--- config.mk ---
export PLATFORM = sky130hd
export DESIGN_NAME = regfile_dump_reader_flat
export DESIGN_NICKNAME = d
export VERILOG_FILES = /design/src/rtl/regfile_dump_reader_if.sv /design/src/rtl/regfile_dump_reader.sv /design/src/flat_wrapper.sv
export SDC_FILE = /design/constraint.sdc
export NUM_CORES = 1
export LEC_CHECK = 0
export ABC_AREA = 1
export CAP_MARGIN = 15
export CORE_UTILIZATION = 47
export DETAILED_ROUTE_END_ITERATION = 10
export GPL_ROUTABILITY_DRIVEN = 0
export PLACE_DENSITY = 0.84
export SLEW_MARGIN = 10
export SYNTH_ARGS = -nofsm -noshare
export SYNTH_HDL_FRONTEND = slang
export SYNTH_SLANG_ARGS = --single-unit
--- constraint.sdc ---
create_clock -name CLK -period 3.9 [get_ports CLK]
set_input_delay 0.78 -clock CLK [delete_from_list [all_inputs] [get_ports CLK]]
set_output_delay 0.78 -clock CLK [all_outputs]
set_load 0.1 [all_outputs]
--- src/rtl/regfile_dump_reader_if.sv ---
// Register-file read port plus outgoing word stream of the dump reader.
// master = the dump reader; slave = register file and downstream consumer.
interface regfile_dump_reader_if #(
  parameter int DATA_W = 32,
  parameter int ADDR_W = 5
);
  logic [ADDR_W-1:0] rs_addr;
  logic [ADDR_W-1:0] rt_addr;
  logic [DATA_W-1:0] rd_data1;
  logic [DATA_W-1:0] rd_data2;
  logic              out_valid;
  logic              out_ready;
  logic [DATA_W-1:0] out_data;
  logic [ADDR_W-1:0] out_index;

  modport master (
    output rs_addr, rt_addr, out_valid, out_data, out_index,
    input  rd_data1, rd_data2, out_ready
  );

  modport slave (
    input  rs_addr, rt_addr, out_valid, out_data, out_index,
    output rd_data1, rd_data2, out_ready
  );
endinterface

--- src/rtl/regfile_dump_reader.sv ---
// Streams the whole register file out in ascending order, fetching an even/odd
// pair per FETCH cycle into two holding buffers and emitting them over valid/ready.
module regfile_dump_reader #(
  parameter int DATA_W = 32,
  parameter int ADDR_W = 5
) (
  input  logic                         CLK,
  input  logic                         reset,
  input  logic                         start,
  input  logic                         abort,
  regfile_dump_reader_if.master        bus,
  output logic                         busy,
  output logic                         done
);
  localparam int PW = ADDR_W - 1;

  localparam logic [2:0] S_IDLE   = 3'd0;
  localparam logic [2:0] S_FETCH  = 3'd1;
  localparam logic [2:0] S_SEND_A = 3'd2;
  localparam logic [2:0] S_SEND_B = 3'd3;
  localparam logic [2:0] S_DONE   = 3'd4;

  logic [2:0]        state_q, state_d;
  logic [PW-1:0]     pair_q, pair_d;
  logic [DATA_W-1:0] buf_a_q, buf_a_d;
  logic [DATA_W-1:0] buf_b_q, buf_b_d;

  always_comb begin
    state_d = state_q;
    pair_d  = pair_q;
    buf_a_d = buf_a_q;
    buf_b_d = buf_b_q;
    case (state_q)
      S_IDLE: begin
        if (start) begin
          pair_d  = '0;
          state_d = S_FETCH;
        end
      end
      S_FETCH: begin
        buf_a_d = bus.rd_data1;
        buf_b_d = bus.rd_data2;
        state_d = S_SEND_A;
      end
      S_SEND_A: begin
        if (bus.out_ready) state_d = S_SEND_B;
      end
      S_SEND_B: begin
        if (bus.out_ready) begin
          if (&pair_q) begin
            state_d = S_DONE;
          end else begin
            pair_d  = pair_q + 1'b1;
            state_d = S_FETCH;
          end
        end
      end
      S_DONE:  state_d = S_IDLE;
      default: state_d = S_IDLE;
    endcase
    // Abort outranks every transition above, including a pending transfer.
    if (abort && state_q != S_IDLE) begin
      state_d = S_IDLE;
      pair_d  = pair_q;
    end
  end

  always_ff @(posedge CLK) begin
    if (reset) begin
      state_q <= S_IDLE;
      pair_q  <= '0;
      buf_a_q <= '0;
      buf_b_q <= '0;
    end else begin
      state_q <= state_d;
      pair_q  <= pair_d;
      buf_a_q <= buf_a_d;
      buf_b_q <= buf_b_d;
    end
  end

  // All outputs decode from registers only, so they cannot glitch while valid.
  assign bus.rs_addr   = {pair_q, 1'b0};
  assign bus.rt_addr   = {pair_q, 1'b1};
  assign bus.out_valid = (state_q == S_SEND_A) || (state_q == S_SEND_B);
  assign bus.out_data  = (state_q == S_SEND_B) ? buf_b_q : buf_a_q;
  assign bus.out_index = {pair_q, (state_q == S_SEND_B)};
  assign busy          = (state_q == S_FETCH) || (state_q == S_SEND_A) ||
                         (state_q == S_SEND_B);
  assign done          = (state_q == S_DONE);
endmodule

--- src/flat_wrapper.sv ---
// flat-port wrapper written by rule: the top's interface ports become plain ports
module regfile_dump_reader_flat 
#(
  parameter int DATA_W = 32,
  parameter int ADDR_W = 5
)
  (CLK, reset, start, abort, busy, done, bus_rs_addr, bus_rt_addr, bus_out_valid, bus_out_data, bus_out_index, bus_rd_data1, bus_rd_data2, bus_out_ready);
  regfile_dump_reader_if #(.DATA_W(DATA_W), .ADDR_W(ADDR_W)) bus_i ();
  input  logic CLK;
  input  logic reset;
  input  logic start;
  input  logic abort;
  output logic busy;
  output logic done;
  output wire logic [$bits(bus_i.rs_addr)-1:0] bus_rs_addr;
  output wire logic [$bits(bus_i.rt_addr)-1:0] bus_rt_addr;
  output wire logic [$bits(bus_i.out_valid)-1:0] bus_out_valid;
  output wire logic [$bits(bus_i.out_data)-1:0] bus_out_data;
  output wire logic [$bits(bus_i.out_index)-1:0] bus_out_index;
  input wire logic [$bits(bus_i.rd_data1)-1:0] bus_rd_data1;
  input wire logic [$bits(bus_i.rd_data2)-1:0] bus_rd_data2;
  input wire logic [$bits(bus_i.out_ready)-1:0] bus_out_ready;
  assign bus_rs_addr = bus_i.rs_addr;
  assign bus_rt_addr = bus_i.rt_addr;
  assign bus_out_valid = bus_i.out_valid;
  assign bus_out_data = bus_i.out_data;
  assign bus_out_index = bus_i.out_index;
  assign bus_i.rd_data1 = bus_rd_data1;
  assign bus_i.rd_data2 = bus_rd_data2;
  assign bus_i.out_ready = bus_out_ready;
  regfile_dump_reader #(.DATA_W(DATA_W), .ADDR_W(ADDR_W)) u_core (.CLK(CLK), .reset(reset), .start(start), .abort(abort), .bus(bus_i), .busy(busy), .done(done));
endmodule
[After elaboration in Yosys (flattened, before gate mapping)]
Cells that the tools add are included.
Storage, ports and cells
  output and inout bits: 50
  bits in registers: 71
Operators by class
  equal/unequal tests: 8
  muxes and demuxes: 10
  add/subtract/negate cells: 1
  reductions and logical operators: 11
  bitwise operators: 1
Operators by type and width (number)
  $mux W32: 1
  $mux W3: 4
  $mux W4: 3
  $pmux W3 S4: 1
  $pmux W4 S2: 1
  $eq A3 B2 Y1 const B: 2
  $ne A2 B2 Y1 const B: 3
  $reduce_and A5 Y1: 1
  $add A4 B1 Y4 const B: 1
  $reduce_and A4 Y1: 1
  $eq A3 B1 Y1 const B: 1
  $eq A3 B3 Y1 const B: 1
  $logic_not A3 Y1: 1
  $logic_or A1 B1 Y1: 3
  $reduce_and A3 Y1: 1
  $reduce_bool A3 Y1: 1
  $ne A2 B1 Y1 const B: 1
  $reduce_bool A2 Y1: 1
  $reduce_or A2 Y1: 1
  $logic_and A1 B1 Y1: 1
  $not A1 Y1: 1

[Depth between registers and ports, before layout]
Gate-level depths: netlist of the first run.
  depth after elaboration: 4
  mapped depth: 9
  gate-level depth less buffers: 9

[Worst setup path before layout of the first run]
OpenSTA, ideal clock, no wires.
  path kind: flip-flop to output port
  from: register u_core.state_q[0]
  to: output port bus_out_data[0]
  slack: 0.253 ns
  required time: 3.120 ns
  stages on the path, launching flop included: 4
  path buffers: 1
  arrival time: 2.867 ns
  path through: dfxtp_1 nand3_4 clkbuf_1 o21ai_0
On the way
  cells in the longest elaborated chain, start to end: 2
RTL lines
  from (decl): RTL line regfile_dump_reader.sv:23  | logic [2:0] state_q, state_d;
  from (signal assigned): RTL line regfile_dump_reader.sv:75  | state_q <= state_d;
  $eq A3 B2 Y1: RTL line regfile_dump_reader.sv:86  | assign bus.out_data = (state_q == S_SEND_B) ? buf_b_q : buf_a_q;
  $mux W32: RTL line regfile_dump_reader.sv:86
  to (decl): RTL line flat_wrapper.sv:18  | output wire logic [$bits(bus_i.out_data)-1:0] bus_out_data;
Every way passes these cells.

[Worst setup path after layout of the first run]
  from: register u_core.state_q[1]
  to: output port bus_out_valid
On the way
  cells in the longest elaborated chain, start to end: 2
  elaborated cells between the ends (all ways): 3
  classes of those cells: 2 x eq/ne; 1 x reduce/logical
RTL lines
  $eq A3 B2 Y1: RTL line regfile_dump_reader.sv:85  | assign bus.out_valid = (state_q == S_SEND_A) || (state_q == S_SEND_B);
  $logic_or A1 B1 Y1 (*): RTL line regfile_dump_reader.sv:85
  to (decl): RTL line flat_wrapper.sv:17  | output wire logic [$bits(bus_i.out_valid)-1:0] bus_out_valid;
Every way passes the cells marked *; elsewhere a longest branch is shown, timed or not.

==> results.yml, run 1 <==
status:
  status: "finished with violations"
  violations: "design-rule violations"
detailed_routing:
  vias: 3004
  ant_nets: 0
  wire_per_inst_um: 11.9
  routed_via_density: 4.96
  firstDrtPassIters: 8
  remaining_drc_errors: 18
  drtIter0Drc: 122
  drt_wl_total_um: 7230
timing:
  finalClockSkew_ns: 0.00706
  drv_slew: 0
  fin_hold_ws_ns: 0.446
  period_minus_slack_ns: 3.08
  tightest_slew_ns: 0.975
  setup_viol: 0
  setup_tns_ns: 0
  rsz0062_at_grt: "no"
  relSlewSlack_pct: 34.8
  hold_viol: 0
  period_share_pct: 79.0
  max_clock_freq_mhz: 325
placed_design:
  place_area_sq_um: 4120
  hpwl_um: 4850
  numPortBuffers: 116
  dp_cells: 590
worst_setup_path:
  critPathArrivalTime_ns: 2.30
  reg2reg_to: "u_core.buf_a_q[31]"
  cp.buffers_inverters: 2
  ff2ff_setup_slack_ns: 1.70
  required_ns: 3.12
  path_max_fanout: 5
  cpMaxStageDelayCell: "clkdlybuf4s50_1"
  cp_cell_sequence: "inv_1, nor2_1, clkdlybuf4s50_1"
  rr_startpoint: "u_core.state_q[1]"
  crit_path_end_kind: "primary output"
  critPathLaunchType: "flop"
  cpPeakStageDelay_ns: 1.17
  crit_family: "buffers and inverters"
  crit_type: "reg2out"
  r2r_cells: 5
synthesis:
  yosys_warnings: 0
  yosysSeqAreaShare_pct: 45.1
  synth_area_sq_um: 3150
  yosysTopAreaCellShare_pct: 45.1
  synth_nets: 504
  ys_ff_latch: 71
  postSynthAreaPerCell_sq_um: 7.27
  synth_area_leaders: "dfxtp_1 (45%), o21ai_1 (11%), a21oi_1 (10%), inv_1 (8.4%), nand2_1 (6.2%)"
  yosysTopAreaCell: "dfxtp_1"
  netlist-cell-type-count: 26
  syn-instance-count: 434
hold_path:
  min-delay-start: "u_core.buf_a_q[16]"
  min_delay_worst_endpoint: "u_core.buf_a_q[16]"
  holdCritPathClass: "reg2reg"
  whs_path_depth: 2
power_and_ir_drop:
  p_total_mw: 3.58
  power_density_nw_per_um2: 825
  power.static_leakage_nw: 1.72
  peakVddDrop_v: 0.000423
job:
  maxCapViolations: 0
clock_network:
  postCtsSetupBuffers: 0
  cts_max_path_buffers: 2
  cts.sinks: 71
  cts_htree_levels: 3
  ctsHoldBuffers: 0
  cts-buffers-inserted: 9
  clkTransAtPathRegs_ns: 0.07
  clock_latency_ns: 0.34
  cts_resized: 0
  cts_tree: "done"
  cts-root-buf: "clkbuf_8"
global_routing:
  antenna_found_initial: 0
  grt_start_max_net_pins: 70
  grt_pass1_vias: 2844
  track_usage_pct: 21.2
  grt_pass1_wl_um: 12100
  gr-total-overflow: 0
final_layout:
  final_cells: 606
  area_growth_pct: 37.6
  diodes: 0
  nets: 594
  drive_gt1_share_pct: 11.2
  fin_area_sq_um: 4340
floorplan:
  die_h_um: 83.9
  die-area_sq_um: 7040
  die_w_um: 83.9
  start_util_pct: 49.1
  core_sq_um: 6420
  ios: 119
  num_rows: 29
## registers in the layout, indices dropped and copies added, names as in the netlist
name	count
u_core.state_q	3
u_core.buf_a_q	32
u_core.pair_q	4
u_core.buf_b_q	32
## where the power goes
group	total (mW)	switching, mW	internal, mW
combinational	1.91	1.48	0.431
sequential	1.02	0.0970	0.919
clock	0.657	0.262	0.395
total	3.58	1.83	1.75
## synth_stat cells (all sizes together)
| master | n |
|---|---|
| a211oi | 1 |
| a21oi | 67 |
| a31oi | 1 |
| buf | 30 |
| clkbuf | 8 |
| conb | 2 |
| dfxtp | 71 |
| ha | 1 |
| inv | 74 |
| nand2 | 53 |
| nand3 | 8 |
| nor2 | 16 |
| nor3 | 3 |
| nor3b | 1 |
| o21ai | 97 |
| or2 | 1 |
## worst register-to-register path: stages, from the launching register on
cell and delay [ns]:
dfxtp_1 0.46, inv_1 0.15, nand3_4 0.52, buf_4 0.62
o21ai_0 0.20, a21oi_1 0.18
## per-stage QoR
| stage | setup slack, ns | util, % |
|---|---|---|
| finish | 0.819 | 67.6 |
| global placement | 1.25 | 64.1 |
| CTS | 0.812 | 67.6 |
| global route | 0.687 | 67.6 |
| floorplan | 0.253 | - |
| detailed placement | 1.19 | 64.1 |
## how the worst max path moves through the flow
stage	from	endpoint	slack [ns]	depth (start not counted)
6_report	u_core.state_q[1]	bus_out_valid	0.82	3
5_1_grt	u_core.state_q[0]	bus_out_data[25]	0.69	3
4_1_cts	u_core.state_q[1]	bus_out_valid	0.81	3
3_5_place_dp	u_core.state_q[1]	bus_out_valid	1.19	3
3_3_place_gp	u_core.state_q[1]	bus_out_valid	1.25	3
2_1_floorplan	u_core.state_q[0]	bus_out_data[0]	0.25	3
## layout by cell type (no fill, tap or decap), drive strengths merged, types with 2 or more instances in the layout
| cell type | n |
|---|---|
| nand2 | 53 |
| conb | 2 |
| a21oi | 67 |
| clkdlybuf4s50 | 83 |
| nor3 | 3 |
| nor2 | 16 |
| o21ai | 97 |
| nand3 | 8 |
| dfxtp | 71 |
| inv | 74 |
| bufinv | 2 |
| clkbuf | 13 |
| buf | 34 |
## cell families (layout without fill, tap and decap cells)
group	count (synthesis)	count (layout)	synth area share (%)
DFF	71	71	45.1
other	2	2	0.238
adders and majority gates	1	1	0.397
buffers and inverters	112	207	16.1
AOI/OAI and AO/OA	166	166	26.6
and+or+nand+nor	82	82	11.7
## cell type report
class	count	area, sq um
clock buffers	13	159
clock inverters	3	65.1
fillers	545	2080
inverters	74	278
multi-input cells	251	1230
flip-flops and latches	71	1420
well taps	77	96.3
repair buffers	117	1090
## routing by layer
metal	vias up	routed length, um	track usage (%)
li1	1564	-	-
met4	0	121	9.25
met2	97	3510	37.8
met1	1331	3100	23.2
met5	-	0	0
met3	12	496	6.23
(Power assumes the default switching activity.)
==> inputs of run 2 (changes only) <==
- CORE_UTILIZATION: 47 -> 40
- PLACE_DENSITY: 0.84 -> 0.76
- clock period: 3.9 -> 2.72 ns (I/O delays scaled with it)
==> results.yml, run 2 (synthesized netlist as in run 1, its figures left out) <==
power_and_ir_drop:
  p_total_mw: 5.68
  power.static_leakage_nw: 1.92
  p_comb_share_pct: 56.6
  p_seq_share_pct: 25.6
  power_density_nw_per_um2: 1160
  clockPowerShare_pct: 17.8
  switchingPower_mw: 2.75
  peakVddDrop_v: 0.000794
  power.internal_mw: 2.92
  power.share.switching_pct: 48.5
final_layout:
  drive_gt1_share_pct: 19.0
  diodes: 0
  final_core_util_pct: 63.6
  area_growth_pct: 55.1
  nets: 598
  final_cells: 634
  reg.largest.list: "u_core.buf_a_q x32, u_core.buf_b_q x32, u_core.pair_q x4"
  layout_common_cells: "inv_1 (71), dfxtp_1 (71), clkdlybuf4s50_1 (68)"
clock_network:
  ctsHoldBuffers: 0
  cts-buffers-inserted: 9
  cts.sinks: 71
  clock_latency_ns: 0.33
  cts_htree_levels: 3
  cts_tree: "done"
  cts-root-buf: "clkbuf_8"
  clkTransAtPathRegs_ns: 0.07
  cts_max_path_buffers: 2
  postCtsSetupBuffers: 0
floorplan:
  die_w_um: 90.8
  core_sq_um: 7690
  ios: 119
  num_rows: 32
  die-area_sq_um: 8240
  start_util_pct: 41.0
  die_h_um: 90.8
detailed_routing:
  wire_per_inst_um: 11.8
  routed_via_density: 4.72
  ant_nets: 0
  firstDrtPassIters: 4
  vias: 2992
  remaining_drc_errors: 0
  drtIter0Drc: 94
  drt_wl_total_um: 7480
placed_design:
  hpwl_um: 5390
  dp_cells: 619
  numPortBuffers: 116
  dp_slack_ns: 0.479
global_routing:
  track_usage_pct: 18.9
  grt_pass1_wl_um: 12500
  grt_start_max_net_pins: 59
  gr-total-overflow: 0
  antenna_found_initial: 0
  grt_pass1_vias: 2793
timing:
  max_clock_freq_mhz: 390
  drv_slew: 0
  period_share_pct: 94.3
  setup_viol: 0
  fin_hold_ws_ns: 0.447
  setup_slack_ns: 0.154
  hold_viol: 0
  rsz0062_at_grt: "no"
  period_minus_slack_ns: 2.57
  finalClockSkew_ns: 0.00596
job:
  maxCapViolations: 0
worst_setup_path:
  critPathArrivalTime_ns: 2.02
  critPathLaunchType: "flop"
  cpPeakStageDelay_ns: 0.52
  cp_common_cell: "buf_12"
  path_max_fanout: 36
  cpMaxStageDelayCell: "dfxtp_1"
  crit_start: "u_core.state_q[0]"
  crit_type: "reg2out"
  rr_startpoint: "u_core.state_q[0]"
  ff2ff_setup_slack_ns: 0.78
  r2r_cells: 9
  crit_path_end_kind: "primary output"
  reg2reg_to: "u_core.pair_q[1]"
  cp_cell_sequence: "nand3_4, buf_12, o21ai_2, buf_12"
  required_ns: 2.18
  endpoint: "bus_out_data[10]"
status:
  status: "complete, no violations"
hold_path:
  min-delay-start: "u_core.buf_a_q[29]"
  holdCritPathClass: "reg2reg"
==> run 2: how the worst min path moves through the flow <==
| stage | to | slack [ns] | depth (start not counted) |
|---|---|---|---|
| 2_1_floorplan | u_core.buf_a_q[24] | 0.42 | 2 |
| 3_3_place_gp | u_core.buf_a_q[4] | 0.43 | 2 |
| 3_5_place_dp | u_core.buf_a_q[29] | 0.44 | 2 |
| 4_1_cts | u_core.buf_a_q[21] | 0.45 | 2 |
| 5_1_grt | u_core.buf_a_q[5] | 0.47 | 2 |
| 6_report | u_core.buf_a_q[29] | 0.45 | 2 |
==> run 2: repair_timing <==
item	CTS	global route
resized for setup	0	3
setup endpoints to repair	0	2
hold endpoints to repair	0	0
==> run 2: layout make-up <==
class / count / area (sq um)
fill: 680 / 2800
multi-input combinational: 251 / 1320
sequential: 71 / 1420
inverter: 74 / 278
tap: 102 / 128
clock inverter: 5 / 106
clock buffer: 10 / 138
timing repair buffer: 121 / 1500
==> run 2: per-stage QoR <==
step / cell area, sq um / TNS [ns]
6_report: 4890 / 0
5_1_grt: 4890 / 0
4_1_cts: 4890 / 0
3_5_place_dp: 4650 / 0
3_3_place_gp: 4650 / 0
2_1_floorplan: 3240 / -7.27
==> run 2: critical path, delay by kind of cell, from the launching register on <==
family	cells	cell delay, ns
AO/OA/AOI/OAI	1	0.19
buffers and inverters	2	0.54
flip-flops	1	0.52
AND/OR/NAND/NOR	1	0.42
==> run 2: power by group through the flow <==
stage | Combinational (mW) | Sequential [mW] | Clock [mW]
floorplan | 2.21 | 1.57 | 0
global placement | 3.18 | 1.47 | 0
detailed placement | 3.22 | 1.48 | 0
CTS | 3.23 | 1.46 | 1.03
global route | 3.38 | 1.49 | 1.07
finish | 3.21 | 1.45 | 1.01
==> run 2: routing by layer <==
layer,global-route usage (%),vias up,part of all wire [%]
met1,22.3,1329,44
met3,6.31,7,6.0
met2,32.9,76,49
met4,5.16,0,1.1
li1,-,1580,-
met5,0,-,0
